$ cat src/rtl/freq_div_prog.sv
// Programmable clock-enable divider: registered divided waveform plus period strobe, with a
// valid/ready divisor port whose value takes effect only at a period boundary.
module freq_div_prog #(
  parameter int unsigned WIDTH       = 8,
  parameter int unsigned DEFAULT_DIV = 4
) (
  input  logic             clk,
  input  logic             reset,
  input  logic             en,
  input  logic             sync_clr,
  input  logic             cfg_valid,
  input  logic [WIDTH-1:0] cfg_div,
  output logic             cfg_ready,
  output logic             cfg_err,
  output logic             clk_out,
  output logic             tick,
  output logic [WIDTH-1:0] cur_div
);

  localparam logic [WIDTH-1:0] DefDiv = WIDTH'(DEFAULT_DIV);
  localparam logic [WIDTH-1:0] MinDiv = WIDTH'(2);

  logic [WIDTH-1:0] count_q, count_d;
  logic [WIDTH-1:0] div_q, div_d;
  logic [WIDTH-1:0] pend_div_q, pend_div_d;
  logic             pend_valid_q, pend_valid_d;
  logic             clk_out_q, clk_out_d;
  logic             tick_q, tick_d;
  logic             cfg_err_q, cfg_err_d;
  logic             xfer;
  logic             wrap;

  assign xfer = cfg_valid & ~pend_valid_q;
  assign wrap = en & (count_q == div_q - 1'b1);

  always_comb begin
    count_d      = count_q;
    div_d        = div_q;
    pend_div_d   = pend_div_q;
    pend_valid_d = pend_valid_q;
    tick_d       = 1'b0;
    cfg_err_d    = 1'b0;

    if (sync_clr) begin
      count_d = '0;
      if (pend_valid_q) begin
        div_d        = pend_div_q;
        pend_valid_d = 1'b0;
      end
    end else if (pend_valid_q && !en) begin
      // Frozen counter: restart the period immediately under the new divisor.
      count_d      = '0;
      div_d        = pend_div_q;
      pend_valid_d = 1'b0;
    end else if (en) begin
      if (wrap) begin
        count_d = '0;
        tick_d  = 1'b1;
        if (pend_valid_q) begin
          div_d        = pend_div_q;
          pend_valid_d = 1'b0;
        end
      end else begin
        count_d = count_q + 1'b1;
      end
    end

    // A transfer needs an empty slot, so it never collides with an apply above.
    if (xfer) begin
      if (cfg_div >= MinDiv) begin
        pend_valid_d = 1'b1;
        pend_div_d   = cfg_div;
      end else begin
        cfg_err_d = 1'b1;
      end
    end

    // High for the last floor(N/2) counts of each period.
    clk_out_d = (count_d >= (div_d - (div_d >> 1)));
  end

  always_ff @(posedge clk) begin
    if (reset) begin
      count_q      <= '0;
      div_q        <= DefDiv;
      pend_div_q   <= '0;
      pend_valid_q <= 1'b0;
      clk_out_q    <= 1'b0;
      tick_q       <= 1'b0;
      cfg_err_q    <= 1'b0;
    end else begin
      count_q      <= count_d;
      div_q        <= div_d;
      pend_div_q   <= pend_div_d;
      pend_valid_q <= pend_valid_d;
      clk_out_q    <= clk_out_d;
      tick_q       <= tick_d;
      cfg_err_q    <= cfg_err_d;
    end
  end

  assign cfg_ready = ~pend_valid_q;
  assign cfg_err   = cfg_err_q;
  assign clk_out   = clk_out_q;
  assign tick      = tick_q;
  assign cur_div   = div_q;

endmodule
$ cat config.mk
export PLATFORM = sky130hd
export DESIGN_NAME = freq_div_prog
export DESIGN_NICKNAME = d
export VERILOG_FILES = /design/src/rtl/freq_div_prog.sv
export SDC_FILE = /design/constraint.sdc
export NUM_CORES = 1
export LEC_CHECK = 0
export BUFFER_PORTS_ARGS = -buffer_cell sky130_fd_sc_hd__buf_2
export CAP_MARGIN = 10
export CORE_UTILIZATION = 45
export CTS_BUF_LIST = sky130_fd_sc_hd__clkbuf_8 sky130_fd_sc_hd__clkbuf_16
export DETAILED_ROUTE_END_ITERATION = 6
export GPL_ROUTABILITY_DRIVEN = 0
export HOLD_SLACK_MARGIN = 0.03
export PLACE_DENSITY_LB_ADDON = 0.12
export SLEW_MARGIN = 0
export SYNTH_ARGS = -nofsm -noshare
export SYNTH_HDL_FRONTEND = slang
export SYNTH_SLANG_ARGS = --single-unit
$ cat constraint.sdc
create_clock -name clk -period 6.4 [get_ports clk]
set_input_delay 0.64 -clock clk [delete_from_list [all_inputs] [get_ports clk]]
set_output_delay 0.64 -clock clk [all_outputs]
set_load 0.02 [all_outputs]
Word level (Yosys, flattened, before mapping)
Index checks and enable logic that the tools add are counted.
- register bits after elaboration: 28
- word-level logic and storage cells: 40
- add/sub/neg operators: 3
- order comparisons: 2
- equality and inequality tests: 1
- multiplexer cells: 17
- bitwise operators: 5
- reductions and logical operators: 5
- operators by type and width (cell ; number):
    8-bit two-way mux ; 9
    8-bit by 1-bit adder with 8-bit output, second input constant ; 1
    8-bit equality test ; 1
    8-bit by 2-bit >= comparator with 1-bit output, second input constant ; 1
    8-bit >= comparator ; 1
    1-bit two-way mux ; 8
    8-bit by 1-bit subtractor with 8-bit output, second input constant ; 1
    8-bit by 7-bit subtractor with 8-bit output ; 1
    4-bit OR reduction ; 1
    1-bit NOT ; 3
    1-bit bitwise AND ; 2
    2-bit AND reduction ; 1
    2-bit OR reduction ; 1
    1-bit logical AND ; 1
    1-bit logical NOT ; 1

Depth between registers and ports, before layout
- depth in word-level cells: 9
- mapped depth: 25
- depth with buffers taken out: 24

Worst setup path before layout
Ideal clock, no wire load.
- path kind: register to register
- from: reg div_q[0] (netlist: cur_div[0])
- to: reg clk_out_q (netlist: clk_out)
- setup time: 0.128 ns
- arrival time: 4.578 ns
- data required time: 6.272 ns
- path slack: 1.695 ns
- cell stages (with the launch flop): 23
- buffers on the path: 1
- path through: dfxtp_1 > buf_2 > inv_1 > ha_1 > xnor2_1 > and4b_1 > a41oi_2 > a211oi_4 > o21ai_4 > mux2i_1 > inv_1 > ha_1 > fa_1 > maj3_1 > mux2i_1 > a21oi_2 > xnor2_1 > ha_1 > a21o_1 > a21o_1 > a21o_1 > a21oi_1 > nor2_1
- longest elaborated chain between the ends: 9
- elaborated cells between the ends (all ways): 14
- ends and longest elaborated chain (item ; line ; text):
    start, declared ; 24 ; logic [WIDTH-1:0] div_q, div_d;
    start signal, assigned ; 85 ; div_q <= DefDiv;
    start signal, assigned ; 93 ; div_q <= div_d;
    8-bit by 1-bit subtractor with 8-bit output ; 34 ; assign wrap = en & (count_q == div_q - 1'b1);
    8-bit equality test ; 34 ;
    1-bit bitwise AND ; 34 ;
    8-bit two-way mux ; 56 ; if (wrap) begin
    8-bit two-way mux ; 55 ; end else if (en) begin
    8-bit two-way mux ; 50 ; end else if (pend_valid_q && !en) begin
    8-bit two-way mux ; 44 ; if (sync_clr) begin
    named net div_d[1] ; 24 ;
    8-bit by 7-bit subtractor with 8-bit output ; 79 ; clk_out_d = (count_d >= (div_d - (div_d >> 1)));
    8-bit >= comparator ; 79 ;
    end signal, assigned ; 96 ; clk_out_q <= clk_out_d;
    end, declared ; 27 ; logic clk_out_q, clk_out_d;
The timed path passes the listed nets, and every way through them passes these cells.
A chain may end at the register's enable or synchronous reset.

Worst setup path in the final report
Ends and elaborated chain as after synthesis.

==> impl_results.md <==
* FP Rows at 23
* Post-Route WL at 4186 µm
* CP max-delay cell: dfxtp_1
* Post-synth top area share at 28.52%
* Routed length per instance at 14.14 µm
* Post-cts repair resize count at 0
* Crit start category: flop
* Area leader, netlist: dfxtp_1
* Tmin final at 4922 ps
* Leakage power total at 1.058 nW
* Ant diodes at 0
* Setup Skew at 5.859 ps
* Status: finished, final reports clean
* Drt first-iter violations at 66
* Pint at 310.1 µW
* Number of global-route vias before repair at 1,368
* Final net count at 277
* Critical path class: reg2reg
* Grt ovf at 0
* Slew Limit Fails at 0
* Slowest stage delay, CP at 490 ps
* Crit-path leading delay family: adder cells
* H-tree depth at 1
* Starting density of the core at 48.10%
* Die height at 68.09 µm
* Post-synthesis cell count at 226
* Bufs and invs on worst path at 2
* Switch Pwr at 122.8 µW
* Postcts setup bufs at 0
* Ports at 25
* Max IR drop VDD at 101.6 µV
* Worst hold path class: reg2reg
* Fmax at 0.2032 GHz
* Layout cells sized above 1 at 15.85%
* Initial antenna violation count at 0
* Clk network pwr share at 33.3%
* Largest net degree at the start of global routing at 29
* Worst-path fanout max at 8
* Critical-path cell list: inv_1 -> ha_1 -> xnor2_1 -> and4b_1 -> a41oi_2 -> a211oi_4 -> o21ai_4 -> mux2i_1 -> inv_1 -> ha_1 -> fa_1 -> maj3_1 -> mux2i_1 -> a21oi_2 -> xnor2_1 -> ha_1 -> a21o_1 -> a21o_1 -> a21o_1 -> a21oi_1 -> nor2_1
* Top post-synthesis cells by area: dfxtp_1 29%, ha_1 10%, mux2i_1 8.7%
* Syn nets at 256
* Synthesized flop and latch total at 28
* Most frequent cells in the layout: 34 x nor2_1, 28 x dfxtp_1, 24 x buf_2, 17 x mux2i_1
* Hpwl dp at 3192 µm
* Flop pwr share at 43.3%
* Number of buffers created by CTS at 3
* Vias at 1,547
* Fraction of registers with async set/reset at 0%
* Mapped Avg Cell Area at 8.698 µm²
* DRC at 0
* Cell area after synthesis at 1966 µm²
* Die width at 68.09 µm
* Layout area overhead at 10.95%
* Overall power at 432.9 µW
* Maxcap violations at 0
* CTS clock-pin slew for the worst setup and hold paths at 110 ps
* CP endpoint kind: flop
* WP data arrival at 5080 ps
* Final-report setup violation count at 0
* CTS sink count at 28
* Yosys warns at 0
* Post-Route Setup TNS at 0 ps
* Comb power frac at 23.4%
* EDFF count, synth at 0
* Max-slew headroom at 27.04%
* Clk buf depth at 2
* Unrepaired setup endpoints after global routing: false
* Worst skew pair latency at 280 ps
* First-pass GRT wire length at 6679 µm
* Routed vias/inst at 5.226
* Core Area at 4086 µm²
* WP data required at 6560 ps
* Sw frac at 28.37%
* Router iterations before antenna repair at 4
* Final ANT Viol Nets at 0
* Part of the cycle the worst path needs at 76.91%
* Synth Flop Type: dfxtp_1
* Hold-fix buffers, CTS at 0
* Gr usage total at 19.58%
* Commonest non-fill, non-tap cell in the layout: nor2_1
* Fin. Hold Viols at 0
* Sequential fraction of the synthesis area at 28.52%
* DIE AREA at 4636 µm²
* Clk root buf: clkbuf_8
* Post-synth cell types at 45
* Tightest Pin Transition at 1094 ps
* Port Buffers at 24
* P per Cell Area at 198.5 nW/µm²
* CTS tree: done
* Hold slack final at 506.7 ps
-- final timing paths --
path,end,slack (ps),cells past startpoint,start
max,clk_out,1480,21,cur_div[0]
min,pend_div_q[6],510,2,pend_div_q[6]
max reg2reg,clk_out,1480,21,cur_div[0]
min reg2reg,pend_div_q[6],510,2,pend_div_q[6]
-- routing by layer --
layer	track usage (%)	vias up	part of all wire, %
li1	-	820	-
met1	27.41	696	53
met2	30.39	27	44
met3	3.000	4	2.3
met4	6.250	0	1.3
met5	0	-	0
-- sequential cells by signal, indices dropped and copies added (netlist names) --
register	count
tick	1
cfg_err	1
pend_div_q	8
pend_valid_q	1
clk_out	1
cur_div	8
count_q	8
-- per-stage QoR --
stage               cells  utilization (%)  cell area, µm²  setup WS (ps)
CTS                   296            53.37            2181           1466
finish                296            53.37            2181           1478
floorplan             226                -            1966           1695
global route          296            53.37            2181           1112
global placement      292            51.62            2110           1634
detailed placement    292            51.62            2110           1474
-- cell usage after synthesis, types with 5 or more instances --
cell      count
a21o_1        6
a21oi_1       7
clkbuf_1      5
dfxtp_1      28
ha_1         16
inv_1        16
mux2i_1      17
nand2_1      10
nand2b_1      7
nor2_1       34
nor3_1       14
o21ai_0       6
xnor2_1       9
xor2_1       12
-- area by class of cell --
type                       instances  area, µm²
fill                             414       1906
multi-input combinational        173       1303
sequential                        28      560.5
timing repair buffer              24      120.1
inverter                          17      63.81
tap                               50      62.56
clock buffer                       3      41.29
clock inverter                     1      30.03
-- worst reg2reg max path: stages (launching register included) --
cell and delay (ps):
dfxtp_1 490, inv_1 80, ha_1 300, xnor2_1 160, and4b_1 210, a41oi_2 210
a211oi_4 130, o21ai_4 330, mux2i_1 370, inv_1 110, ha_1 220, fa_1 450
maj3_1 370, mux2i_1 180, a21oi_2 110, xnor2_1 130, ha_1 270, a21o_1 160
a21o_1 170, a21o_1 160, a21oi_1 130, nor2_1 50
-- power groups by stage --
stage	clock network, mW	logic, mW	registers [mW]
3_5_place_dp	0	0.102	0.191
2_1_floorplan	0	0.0791	0.191
4_1_cts	0.145	0.102	0.187
3_3_place_gp	0	0.101	0.192
5_1_grt	0.154	0.114	0.188
6_report	0.144	0.101	0.187
-- kinds of logic after synthesis --
family	synth area share [%]
mux	9.802
xor+xnor	9.357
simple gates	18.72
compound gates	15.60
flops	28.52
fa+ha+maj	12.79
buf+inv	5.219
No activity file was read; power rests on OpenSTA's default activity.
